### config.mk
export PLATFORM = sky130hd
export DESIGN_NAME = score_scan_display
export DESIGN_NICKNAME = d
export VERILOG_FILES = /design/src/rtl/score_pkg.sv /design/src/rtl/bcd_sat_counter.sv /design/src/rtl/score_scan_display.sv
export SDC_FILE = /design/constraint.sdc
export NUM_CORES = 1
export LEC_CHECK = 0
export CORE_MARGIN = 2
export CORE_UTILIZATION = 30
export CTS_BUF_LIST = sky130_fd_sc_hd__clkbuf_8
export DETAILED_ROUTE_END_ITERATION = 12
export GPL_ROUTABILITY_DRIVEN = 0
export PLACE_DENSITY = 0.57
export SYNTH_ARGS = -nofsm -noshare
export SYNTH_HDL_FRONTEND = slang
export SYNTH_SLANG_ARGS = --single-unit
### constraint.sdc
create_clock -name clk -period 6.6 [get_ports clk]
set_clock_uncertainty 0.05 [all_clocks]
set_input_delay 1.32 -clock clk [delete_from_list [all_inputs] [get_ports clk]]
set_output_delay 1.32 -clock clk [all_outputs]
set_load 0.05 [all_outputs]
### src/rtl/score_pkg.sv
// Shared types and seven-segment constants for the score/scan display path.
// Segment vectors are ordered {a,b,c,d,e,f,g} and are active-low.
package score_pkg;

  typedef logic [3:0] bcd_digit_t;

  localparam logic [6:0] SEG_BLANK = 7'h7F;

  localparam logic [6:0] SEG_0 = 7'h01;
  localparam logic [6:0] SEG_1 = 7'h4F;
  localparam logic [6:0] SEG_2 = 7'h12;
  localparam logic [6:0] SEG_3 = 7'h06;
  localparam logic [6:0] SEG_4 = 7'h4C;
  localparam logic [6:0] SEG_5 = 7'h24;
  localparam logic [6:0] SEG_6 = 7'h20;
  localparam logic [6:0] SEG_7 = 7'h0F;
  localparam logic [6:0] SEG_8 = 7'h00;
  localparam logic [6:0] SEG_9 = 7'h04;

  // Codes 10-15 are not legal BCD; they fall through to a dark digit.
  function automatic logic [6:0] seg_decode(input bcd_digit_t d);
    logic [6:0] s;
    case (d)
      4'd0:    s = SEG_0;
      4'd1:    s = SEG_1;
      4'd2:    s = SEG_2;
      4'd3:    s = SEG_3;
      4'd4:    s = SEG_4;
      4'd5:    s = SEG_5;
      4'd6:    s = SEG_6;
      4'd7:    s = SEG_7;
      4'd8:    s = SEG_8;
      4'd9:    s = SEG_9;
      default: s = SEG_BLANK;
    endcase
    return s;
  endfunction

endpackage

### src/rtl/bcd_sat_counter.sv
// Multi-digit BCD up-counter that saturates at all nines instead of wrapping.
// A synchronous clear overrides an increment arriving in the same cycle.
module bcd_sat_counter
  import score_pkg::*;
#(
  parameter int DIGITS = 2
) (
  input  logic                  clk,
  input  logic                  rst,
  input  logic                  inc,
  input  logic                  clr,
  output logic [DIGITS*4-1:0]   value
);

  logic [DIGITS*4-1:0] next_value;
  logic                all_nines;
  logic                carry;
  bcd_digit_t          digit;

  // Ripple a +1 through the digits, low to high, and flag the all-nines ceiling.
  always_comb begin
    next_value = value;
    all_nines  = 1'b1;
    carry      = 1'b1;
    digit      = '0;
    for (int i = 0; i < DIGITS; i++) begin
      digit = value[i*4 +: 4];
      if (digit != 4'd9) begin
        all_nines = 1'b0;
      end
      if (carry) begin
        if (digit >= 4'd9) begin
          next_value[i*4 +: 4] = 4'd0;
        end else begin
          next_value[i*4 +: 4] = digit + 4'd1;
          carry                = 1'b0;
        end
      end
    end
  end

  // Clear wins over increment; an increment at the ceiling leaves the value alone.
  always_ff @(posedge clk or posedge rst) begin
    if (rst) begin
      value <= '0;
    end else if (clr) begin
      value <= '0;
    end else if (inc && !all_nines) begin
      value <= next_value;
    end
  end

endmodule

### src/rtl/score_scan_display.sv
// Per-player BCD coin/death counters multiplexed onto one common-anode
// seven-segment bank. Player 0 occupies the leftmost digits.
// Optional build macro SCORE_LEAD_ZERO_BLANK_EN blanks leading zeros in each
// field (the field's units digit is always shown).
module score_scan_display
  import score_pkg::*;
#(
  parameter int NUM_PLAYERS      = 2,
  parameter int DIGITS_PER_FIELD = 2,
  parameter int SCAN_DIV         = 12500
) (
  input  logic                                      clk,
  input  logic                                      rst,
  input  logic [NUM_PLAYERS-1:0]                    coin_inc,
  input  logic [NUM_PLAYERS-1:0]                    death_inc,
  input  logic                                      score_clr,
  output logic [NUM_PLAYERS*DIGITS_PER_FIELD*4-1:0] coins_bcd,
  output logic [NUM_PLAYERS*DIGITS_PER_FIELD*4-1:0] deaths_bcd,
  output logic [6:0]                                seg,
  output logic [NUM_PLAYERS*2*DIGITS_PER_FIELD-1:0] an
);

  localparam int FW = DIGITS_PER_FIELD * 4;
  localparam int ND = NUM_PLAYERS * 2 * DIGITS_PER_FIELD;
  localparam int PW = $clog2(SCAN_DIV);
  localparam int IW = $clog2(ND);
  localparam logic [ND-1:0] AN_ONE = ND'(1);

  logic [PW-1:0] presc;
  logic [IW-1:0] p_idx;
  logic          lit;
  logic [6:0]    shown_seg;
  bcd_digit_t    digit_at [ND];
`ifdef SCORE_LEAD_ZERO_BLANK_EN
  logic          lead_zero_at [ND];
`endif

  // One coin and one death counter per player, all cleared together.
  for (genvar q = 0; q < NUM_PLAYERS; q++) begin : g_player
    bcd_sat_counter #(.DIGITS(DIGITS_PER_FIELD)) u_coin (
      .clk   (clk),
      .rst   (rst),
      .inc   (coin_inc[q]),
      .clr   (score_clr),
      .value (coins_bcd[q*FW +: FW])
    );
    bcd_sat_counter #(.DIGITS(DIGITS_PER_FIELD)) u_death (
      .clk   (clk),
      .rst   (rst),
      .inc   (death_inc[q]),
      .clr   (score_clr),
      .value (deaths_bcd[q*FW +: FW])
    );
  end

  // Fixed wiring from each display position to the counter digit it shows.
  // Within a player's group the upper half is the coin field, the lower half
  // the death field; the highest-numbered group belongs to player 0.
  for (genvar p = 0; p < ND; p++) begin : g_pos
    localparam int  Q       = NUM_PLAYERS - 1 - p / (2 * DIGITS_PER_FIELD);
    localparam int  R       = p % (2 * DIGITS_PER_FIELD);
    localparam bit  IS_COIN = (R >= DIGITS_PER_FIELD);
    localparam int  DIG     = IS_COIN ? (R - DIGITS_PER_FIELD) : R;

    logic [FW-1:0] field;

    if (IS_COIN) begin : g_coin
      assign field = coins_bcd[Q*FW +: FW];
    end else begin : g_death
      assign field = deaths_bcd[Q*FW +: FW];
    end

    assign digit_at[p] = field[DIG*4 +: 4];

`ifdef SCORE_LEAD_ZERO_BLANK_EN
    if (DIG == 0) begin : g_units
      assign lead_zero_at[p] = 1'b0;
    end else begin : g_upper
      assign lead_zero_at[p] = ~|field[FW-1:DIG*4];
    end
`endif
  end

  // Pick the segment pattern for the digit currently in its scan slot.
  always_comb begin
`ifdef SCORE_LEAD_ZERO_BLANK_EN
    shown_seg = lead_zero_at[p_idx] ? SEG_BLANK : seg_decode(digit_at[p_idx]);
`else
    shown_seg = seg_decode(digit_at[p_idx]);
`endif
  end

  // Prescaler and digit index; the first terminal count after reset turns the
  // display on at digit 0 instead of skipping past it.
  always_ff @(posedge clk or posedge rst) begin
    if (rst) begin
      presc <= '0;
      p_idx <= '0;
      lit   <= 1'b0;
    end else if (presc == PW'(SCAN_DIV - 1)) begin
      presc <= '0;
      if (!lit) begin
        lit <= 1'b1;
      end else if (p_idx == IW'(ND - 1)) begin
        p_idx <= '0;
      end else begin
        p_idx <= p_idx + IW'(1);
      end
    end else begin
      presc <= presc + PW'(1);
    end
  end

  // Segment and anode pins are registered together and stay dark until lit.
  always_ff @(posedge clk or posedge rst) begin
    if (rst) begin
      seg <= SEG_BLANK;
      an  <= '1;
    end else if (lit) begin
      seg <= shown_seg;
      an  <= ~(AN_ONE << p_idx);
    end
  end

endmodule

# Word-level counts from Yosys, hierarchy flattened
# Memories as Yosys holds them, arrays and structs flattened. A register that Yosys moved wholly into a read port is not among the register bits.
# Index checks and enable logic that the tools add are counted.
# Widths: inputs -> output; s select.
dict set report totals {
  latch_bits 0
  mem_bits_rw 0
  elab_cells 103
  input_bits 7
  out_inout_bits 47
  ff_bits 58
  memories 1
  rom_bits 112
}
# memory depth word_bits rd rd_clocked_by_memory_dff write_ports line
set memory_table {}
lappend memory_table {{(name not given)} 16 7 1 1 0 score_pkg.sv:23} ;# case (d)
dict set report op_classes {
  n_mul 0
  n_shift 1
  bitwise_logic 2
  n_div 0
  n_addsub 10
  n_lt_le_gt_ge 9
  eq_ne 10
  muxes 37
  reduce_logical 21
}
# cell count
set op_table {}
lappend op_table {{$mux 8} 8}
lappend op_table {{$mux 4} 14}
lappend op_table {{$ge 4x4->1 const B} 9}
lappend op_table {{$add 4x1->4 const B} 8}
lappend op_table {{$ne 4x4->1 const B} 8}
lappend op_table {{$reduce_bool 2->1} 8}
lappend op_table {{$add 14x1->14 const B} 1}
lappend op_table {{$eq 14x14->1 const B} 1}
lappend op_table {{$mux 14} 1}
lappend op_table {{$bmux 4 s3} 1}
lappend op_table {{$mux 1} 12}
lappend op_table {{$reduce_and 2->1} 5}
lappend op_table {{$not 8->8} 1}
lappend op_table {{$shl 1x3->8 const A} 1}
lappend op_table {{$logic_and 1x1->1} 4}
lappend op_table {{$logic_not 1->1} 4}
lappend op_table {{$not 3->4} 1}
lappend op_table {{$add 3x1->3 const B} 1}
lappend op_table {{$eq 3x3->1 const B} 1}
lappend op_table {{$mux 3} 1}

# Logic depth before layout (Yosys ltp)
# Gate-level depths: netlist of run 1.
dict set report depth {
  word_depth 7
  ltp_mapped 8
  mapped_depth_nobuf 7
}

# Modules after synthesis
# From an unflattened synthesis of run 1, not the netlist that was laid out.
dict set report hier_totals {
  hier_cells 393
  area_unflattened_um2 4040.1
}
# mod seq_area_each_um2 cells_each area_each_um2 n_inst
set by_module_without_submodules {}
lappend by_module_without_submodules {bcd_sat_counter 200.2 57 523.0 4}
lappend by_module_without_submodules {score_scan_display 844.6 165 1948.1 1}

# Least setup slack after synthesis of run 1
# OpenSTA, ideal clock, no wires.
dict set report synth_timing {
  kind {input to register}
  startpoint {in score_clr}
  endpoint {reg g_player[0].u_coin.value[0]}
  t_arrival_ns 2.151
  slack_ns 4.281
  setup_time_ns 0.118
  n_path_buf 2
  cell_stages 4
  required_time_ns 6.432
  path_cell_list {clkbuf_1 -> buf_1 -> nor2_1 -> a21o_1}
}
dict set report synth_via {
  elab_chain_cells 1
  elab_cells_between_ends 2
  cone_classes {1 x mux; 1 x reduce/logical}
}
# element line
set synth_lines {}
lappend synth_lines {{from (decl)} score_scan_display.sv:16} ;# input logic score_clr,
lappend synth_lines {{$mux 8 / $reduce_bool 2->1 (equally long branches)} --}
lappend synth_lines {{to (signal assigned)} bcd_sat_counter.sv:49} ;# value <= next_value;
lappend synth_lines {{to (decl)} bcd_sat_counter.sv:12} ;# output logic [DIGITS*4-1:0] value
# Several ways; a longest one is shown, not always the timed one.
# A chain may end at the register's enable or synchronous reset.

# Worst setup path after layout of run 1
dict set report layout_timing {
  startpoint {reg g_player[0].u_death.value[0]}
  endpoint {out deaths_bcd[0]}
}
# element line
set layout_rtl {}
lappend layout_rtl {{from (decl)} bcd_sat_counter.sv:12}
lappend layout_rtl {{from (signal assigned)} bcd_sat_counter.sv:49}
lappend layout_rtl {{to (decl)} score_scan_display.sv:18} ;# output logic [NUM_PLAYERS*DIGITS_PER_FIELD*4-1:0] deaths_bcd,
# No word-level cell between the ends.

==> key figures, run 1 <==
Clock network
  • Number of setup buffers added after CTS: 0
  • TritonCTS Buffers: 9
  • CTS resizes: 0
  • Cell chosen for the clock root: clkbuf_8
  • # hold bufs at CTS: 0
  • Clk slew on worst S/H paths: 0.08 ns
  • CTS tree: built
  • Worst-Skew Late Latency: 0.35 ns
  • H-tree levels: 3
  • CTS sink count: 65
  • Clock Path Buffers: 2

Synthesis
  • Syn nets: 418
  • Ys async rst share: 1.00
  • Register area share after synthesis: 0.412
  • Post-synthesis mux area share: 0.0997
  • Compound-cell area share of the yosys netlist: 0.166
  • Post-synthesis simple-gate area fraction: 0.131
  • Post-synthesis adder-cell area fraction: 0.116
  • Synthesis Warnings: 0
  • Post-synth EDFFs: 0
  • Synth top area cells: dfrtp_1, ha_1, dfstp_2
  • Flops & latches, synth: 65
  • Synth unique cells: 53
  • Commonest cells post-synth: dfrtp_1, ha_1, inv_1, nand2_1
  • Count leader, synth: dfrtp_1
  • Biggest area consumer among synthesized cells: dfrtp_1
  • Main synth FF type: dfrtp_1
  • Post-Synthesis Cells: 374
  • Mean post-synth cell area: 10.7 sq um
  • Main combinational cell family by area after synthesis: compound AO/OA/AOI/OAI gates
  • Cell area after technology mapping: 3990 sq um
  • Post-synth top area share: 0.313
  • XOR/XNOR Fraction of Synth Area: 0.0263

Floorplanning
  • Die Width: 119 um
  • Ports: 54
  • Die area: 14200 sq um
  • Placement row count: 42
  • Starting Density: 0.304
  • Die Ht: 119 um
  • Core area: 13100 sq um

STA
  • Final period util: 0.472
  • RSZ-0062 raised after global routing: false
  • Worst Max-Slew Pin Slew: 0.858 ns
  • Hold Fails Final Rpt: 0
  • Hold_ws: 0.438 ns
  • Final setup vio count: 0
  • Max Slew Vio Count: 0
  • Min Tclk post-route: 3.12 ns
  • Highest clock rate: 321 MHz
  • Slack of the critical path: 3.48 ns
  • Setup Total Neg Slack: 0 ns
  • Relative slew margins: 0.420

Cells and area
  • P&R area growth vs syn: 22.9%
  • Cell area after layout: 4900 sq um
  • Antenna cells: 0
  • Layout cells sized above 1: 0.149
  • Final nets: 475

Worst setup path
  • Reg2Reg Depth: 6
  • Worst R2R End: seg[3]
  • Beginning of the critical path: g_player[0].u_death.value[0]
  • Crit-path cells: clkdlybuf4s50_1
  • Reg-to-reg critical path startpoint: p_idx[2]
  • Slowest CP cell: clkdlybuf4s50_1
  • Critical Path Sink: deaths_bcd[0]
  • CP arrival: 1.75 ns
  • Cell family with most CP delay: buffers and inverters
  • Setup slack, reg-to-reg: 4.01 ns
  • Critical path's largest stage delay: 0.88 ns
  • Crit path capture type: primary output
  • Setup Crit Path Kind: flip-flop to primary output
  • Element type at the critical path start: flip-flop
  • Crit path depth: 1
  • Req. time, crit path: 5.23 ns
  • WP buf/inv: 1
  • Critical-path maximum fanout: 8

Power and ir drop
  • Sw power: 0.000383 W
  • Leak pwr: 2.04 nW
  • Pwr per Cell Area: 220 nW/um^2
  • Peak supply drop: 0.000120 V
  • Clk pwr share: 0.323
  • Reg power frac: 0.429
  • Total Power: 0.00108 W
  • Logic pwr share: 0.248
  • Net Sw Frac: 0.354
  • P_int: 0.000698 W

Global routing
  • Total GRT Usage: 0.136
  • Initial antenna violation count: 0
  • Vias in the first global route: 3169
  • Total global routing overflow: 0
  • First-pass GRT wire length: 15.6 mm
  • Largest net degree at the start of global routing: 66

Place
  • Port Buffers: 53
  • Worst slack at placement: 3.44 ns
  • Hpwl dp: 6.61 mm
  • Placed inst area: 4700 sq um

Drt
  • Drt pass-1 iters: 4
  • Final ANT Viol Nets: 0
  • Iter 0 DRT Violations: 236
  • Detailed Route WL: 9.24 mm
  • DR vias/cell: 5.05
  • Drt wl/cell: 15.1 um
  • Residual DRC: 0
  • Via count: 3091

Job
  • Maximum capacitance violations: 0

Status
  • Outcome: finished clean

Min path
  • Worst min-delay path category: flip-flop to flip-flop
==> cell usage in the layout (no fill, tap or decap), types with 8 or more instances in the layout <==
cell type        instances
a21oi_1                 18
mux4_2                   8
nor2_1                  18
clkbuf_8                 9
dfstp_2                 15
clkdlybuf4s50_1         53
or3b_2                   8
nand2_1                 27
xnor2_1                  8
inv_1                   35
mux2i_1                 12
ha_1                    37
dfrtp_1                 50
a21o_1                  10
nand3_1                 13
==> cell families after synthesis <==
kind of cell / after synthesis
AO/OA/AOI/OAI: 90
AND/OR/NAND/NOR: 96
flip-flops: 65
XOR/XNOR: 12
multiplexers: 28
buffers and inverters: 46
adder cells (fa/ha/maj): 37
==> registers in the layout, summed over array words and instances, names as in the netlist <==
register and cells:
g_player.u_death.value 16, seg 7, g_player.u_coin.value 16, lit 1
an 8, p_idx 3, presc 14
==> per-layer routing <==
metal / vias up / GRT usage / routed length (um)
met5: - / 0 / 0
li1: 1491 / - / -
met1: 1531 / 0.176 / 4300
met3: 6 / 0.0311 / 319
met4: 0 / 0.0456 / 104
met2: 63 / 0.224 / 4510
==> area by class of cell <==
type	count	area (sq um)
multi-input combinational	263	2150
fill	1301	8230
clock inverter	7	78.8
tap	176	220
clock buffer	9	124
sequential	65	1650
timing repair buffer	55	546
inverter	37	139
==> through the flow <==
| stage | utilization | cells |
|---|---|---|
| 6_report | 0.373 | 612 |
| 5_1_grt | 0.373 | 612 |
| 4_1_cts | 0.373 | 612 |
| 3_5_place_dp | 0.358 | 596 |
| 3_3_place_gp | 0.358 | 596 |
| 2_1_floorplan | - | 374 |
==> worst register-to-register path, stage by stage, from the launching register on <==
cell,delay [ns]
dfrtp_1,0.71
mux4_2,0.58
mux2i_1,0.43
inv_1,0.13
ha_1,0.22
a211oi_1,0.26
a211oi_1,0.12
==> how the worst min path moves through the flow <==
stage | start | end | slack [ns] | depth (start not counted)
after global placement | seg[5] | seg[5] | 0.42 | 1
after global routing | seg[5] | seg[5] | 0.45 | 1
after floorplan | presc[8] | presc[8] | 0.41 | 1
after detailed placement | seg[5] | seg[5] | 0.43 | 1
after CTS | seg[5] | seg[5] | 0.44 | 1
final | seg[5] | seg[5] | 0.44 | 1
==> power groups by stage <==
stage | clock [W] | combinational (W) | sequential (W)
6_report | 0.000349 | 0.000268 | 0.000464
5_1_grt | 0.000375 | 0.000294 | 0.000471
4_1_cts | 0.000358 | 0.000271 | 0.000465
3_5_place_dp | 0 | 0.000270 | 0.000473
3_3_place_gp | 0 | 0.000267 | 0.000472
2_1_floorplan | 0 | 0.000114 | 0.000534
Power figures use the tool's default switching activity.
==> inputs of run 2 (changes only) <==
--- a/config.mk
+++ b/config.mk
@@ -10,7 +10,7 @@
 export CTS_BUF_LIST = sky130_fd_sc_hd__clkbuf_8
 export DETAILED_ROUTE_END_ITERATION = 12
 export GPL_ROUTABILITY_DRIVEN = 0
-export PLACE_DENSITY = 0.57
+export PLACE_DENSITY = 0.59
 export SYNTH_ARGS = -nofsm -noshare
 export SYNTH_HDL_FRONTEND = slang
 export SYNTH_SLANG_ARGS = --single-unit
==> constraint.sdc (replaced) <==
create_clock -name clk -period 2.75 [get_ports clk]
set_clock_uncertainty 0.05 [all_clocks]
set_input_delay 0.55 -clock clk [delete_from_list [all_inputs] [get_ports clk]]
set_output_delay 0.55 -clock clk [all_outputs]
set_load 0.05 [all_outputs]
==> run 2 against run 1 <==
- combinational power increased by 140%
- global-route usage decreased by 0.10 points
- die area unchanged
- via count increased by 1.7%
- critical endpoint is now seg[3]
- worst setup slack got worse by 3.2 ns
- highest routed layer unchanged
- critical path depth increased by 5
==> key figures, run 2 (synthesized netlist as in run 1, its figures left out) <==
Status
  • Outcome: finished clean (unchanged)

Clock network
  • # hold bufs at CTS: 0 (unchanged)
  • CTS tree: built (unchanged)
  • TritonCTS Buffers: 9 (unchanged)
  • CTS sink count: 65 (unchanged)
  • Worst-Skew Late Latency: 0.35 ns (about the same)
  • Number of setup buffers added after CTS: 0 (unchanged)
  • Cell chosen for the clock root: clkbuf_8 (unchanged)
  • Clk slew on worst S/H paths: 0.07 ns (was 0.08 ns)
  • Clock Path Buffers: 2 (unchanged)
  • H-tree levels: 3 (unchanged)
  • CTS resizes: 0 (unchanged)

Power and ir drop
  • Leak pwr: 2.12 nW (was 2.04 nW)
  • Peak supply drop: 0.000254 V (was 0.000120 V)
  • Reg power frac: 0.417 (was 0.429)
  • Total Power: 0.00267 W (was 0.00108 W)
  • Sw power: 0.000865 W (was 0.000383 W)
  • Clk pwr share: 0.339 (was 0.323)
  • Pwr per Cell Area: 534 nW/um^2 (was 220 nW/um^2)
  • Logic pwr share: 0.244 (was 0.248)
  • P_int: 0.00181 W (was 0.000698 W)
  • Net Sw Frac: 0.323 (was 0.354)

STA
  • Min Tclk post-route: 2.43 ns
  • Hold_ws: 0.428 ns (was 0.438 ns)
  • Final period util: 0.885
  • Setup Total Neg Slack: 0 ns (unchanged)
  • Hold Fails Final Rpt: 0 (unchanged)
  • Max Slew Vio Count: 0 (unchanged)
  • Final setup vio count: 0 (unchanged)
  • Highest clock rate: 411 MHz
  • Worst Max-Slew Pin Slew: 0.823 ns (was 0.858 ns)
  • RSZ-0062 raised after global routing: false (unchanged)
  • Relative slew margins: 0.444 (was 0.420)

Global routing
  • Total global routing overflow: 0 (unchanged)
  • First-pass GRT wire length: 15.5 mm (was 15.6 mm)
  • Total GRT Usage: 0.135 (was 0.136)
  • Vias in the first global route: 3118 (was 3169)
  • Largest net degree at the start of global routing: 28 (was 66)
  • GRT met3 Usage: 0.0230 (was 0.0311)
  • Initial antenna violation count: 0 (unchanged)
  • GR Util met2: 0.219 (was 0.224)
  • Met1 Use GR: 0.178 (was 0.176)
  • Global routing's busiest layer: met2 (unchanged)

Floorplanning
  • Starting Density: 0.304 (unchanged)
  • Placement row count: 42 (unchanged)
  • Die area: 14200 sq um (unchanged)
  • Die Width: 119 um (unchanged)
  • Core area: 13100 sq um (unchanged)
  • Ports: 54 (unchanged)
  • Die Ht: 119 um (unchanged)

Cells and area
  • Layout cells sized above 1: 0.160 (was 0.149)
  • Layout fillers: 1322 (was 1301)
  • Area occupied by multi-input gates: 2150 sq um (unchanged)
  • Final nets: 484 (was 475)
  • Most frequent cells in the layout: clkdlybuf4s50_1, dfrtp_1, inv_1, ha_1, nand2_1 (was clkdlybuf4s50_1, dfrtp_1, ha_1, inv_1, nand2_1)
  • P&R area growth vs syn: 25.4% (was 22.9%)
  • Commonest non-fill, non-tap cell in the layout: clkdlybuf4s50_1 (unchanged)
  • Largest regs: g_player.u_coin.value (16), g_player.u_death.value (16), presc (14) (unchanged)
  • Antenna cells: 0 (unchanged)
  • Register Area: 1650 sq um (unchanged)

Drt
  • DR vias/cell: 5.06 (was 5.05)
  • Final ANT Viol Nets: 0 (unchanged)
  • Drt wl/cell: 14.7 um (was 15.1 um)
  • Detailed Route WL: 9.14 mm (was 9.24 mm)
  • Iter 0 DRT Violations: 207 (was 236)
  • Via count: 3144 (was 3091)
  • Residual DRC: 0 (unchanged)
  • Drt pass-1 iters: 5 (was 4)

Worst setup path
  • WP buf/inv: 1 (unchanged)
  • Crit path capture type: flip-flop (was primary output)
  • CP arrival: 2.64 ns (was 1.75 ns)
  • Crit-path cells: mux4_2 -> mux2_2 -> inv_1 -> ha_1 -> nand2b_1 -> a211oi_1 (was clkdlybuf4s50_1)
  • Req. time, crit path: 2.96 ns (was 5.23 ns)
  • Critical path's largest stage delay: 0.61 ns (was 0.88 ns)
  • Critical-path maximum fanout: 9 (was 8)
  • Cell family with most CP delay: multiplexers (was buffers and inverters)
  • Setup Crit Path Kind: flip-flop to flip-flop (was flip-flop to primary output)
  • Slowest CP cell: dfrtp_1 (was clkdlybuf4s50_1)
  • Element type at the critical path start: flip-flop (unchanged)

Place
  • Port Buffers: 53 (unchanged)
  • Hpwl dp: 6.91 mm (was 6.61 mm)

Job
  • Maximum capacitance violations: 0 (unchanged)

Min path
  • Worst min-delay path category: flip-flop to flip-flop (unchanged)
[run 2: per-stage QoR]
stage          setup WS, ns  cells  instance area, sq um  utilization
2_1_floorplan         0.487    374                  3990            -
3_3_place_gp          0.420    605                  4780        0.364
3_5_place_dp          0.323    605                  4780        0.364
4_1_cts               0.293    621                  5000        0.381
5_1_grt              0.0930    621                  5000        0.381
6_report              0.317    621                  5000        0.381
[run 2: cell type report]
cell class              instances  share of cell area
clock buffers                  11              0.0302
clock inverters                 5              0.0142
inverters                      37              0.0277
multi-input cells             263               0.430
flip-flops and latches         65               0.329
well taps                     176              0.0440
repair buffers                 64               0.125
[run 2: final timing paths]
kind,from,end,slack [ns],depth (start not counted)
worst max-delay path,p_idx[0],seg[3],0.32,6
worst min-delay path,seg[5],seg[5],0.43,1
worst max register to register,p_idx[0],seg[3],0.32,6
worst min register to register,seg[5],seg[5],0.43,1
max in group asynchronous,rst,seg[3],1.44,3
min in group asynchronous,rst,g_player[0].u_death.value[4],0.52,2
[run 2: routing by layer]
metal	wire (um)	share of wire
met5	0	0
met3	320	0.035
met1	4350	0.48
met2	4310	0.47
met4	157	0.017
[run 2: power groups by stage]
stage / sequential (W) / combinational [W] / clock (W)
after global placement: 0.00113 / 0.000641 / 0
after detailed placement: 0.00113 / 0.000653 / 0
final: 0.00112 / 0.000653 / 0.000906
after floorplan: 0.00128 / 0.000273 / 0
after CTS: 0.00112 / 0.000657 / 0.000927
after global routing: 0.00113 / 0.000713 / 0.000967
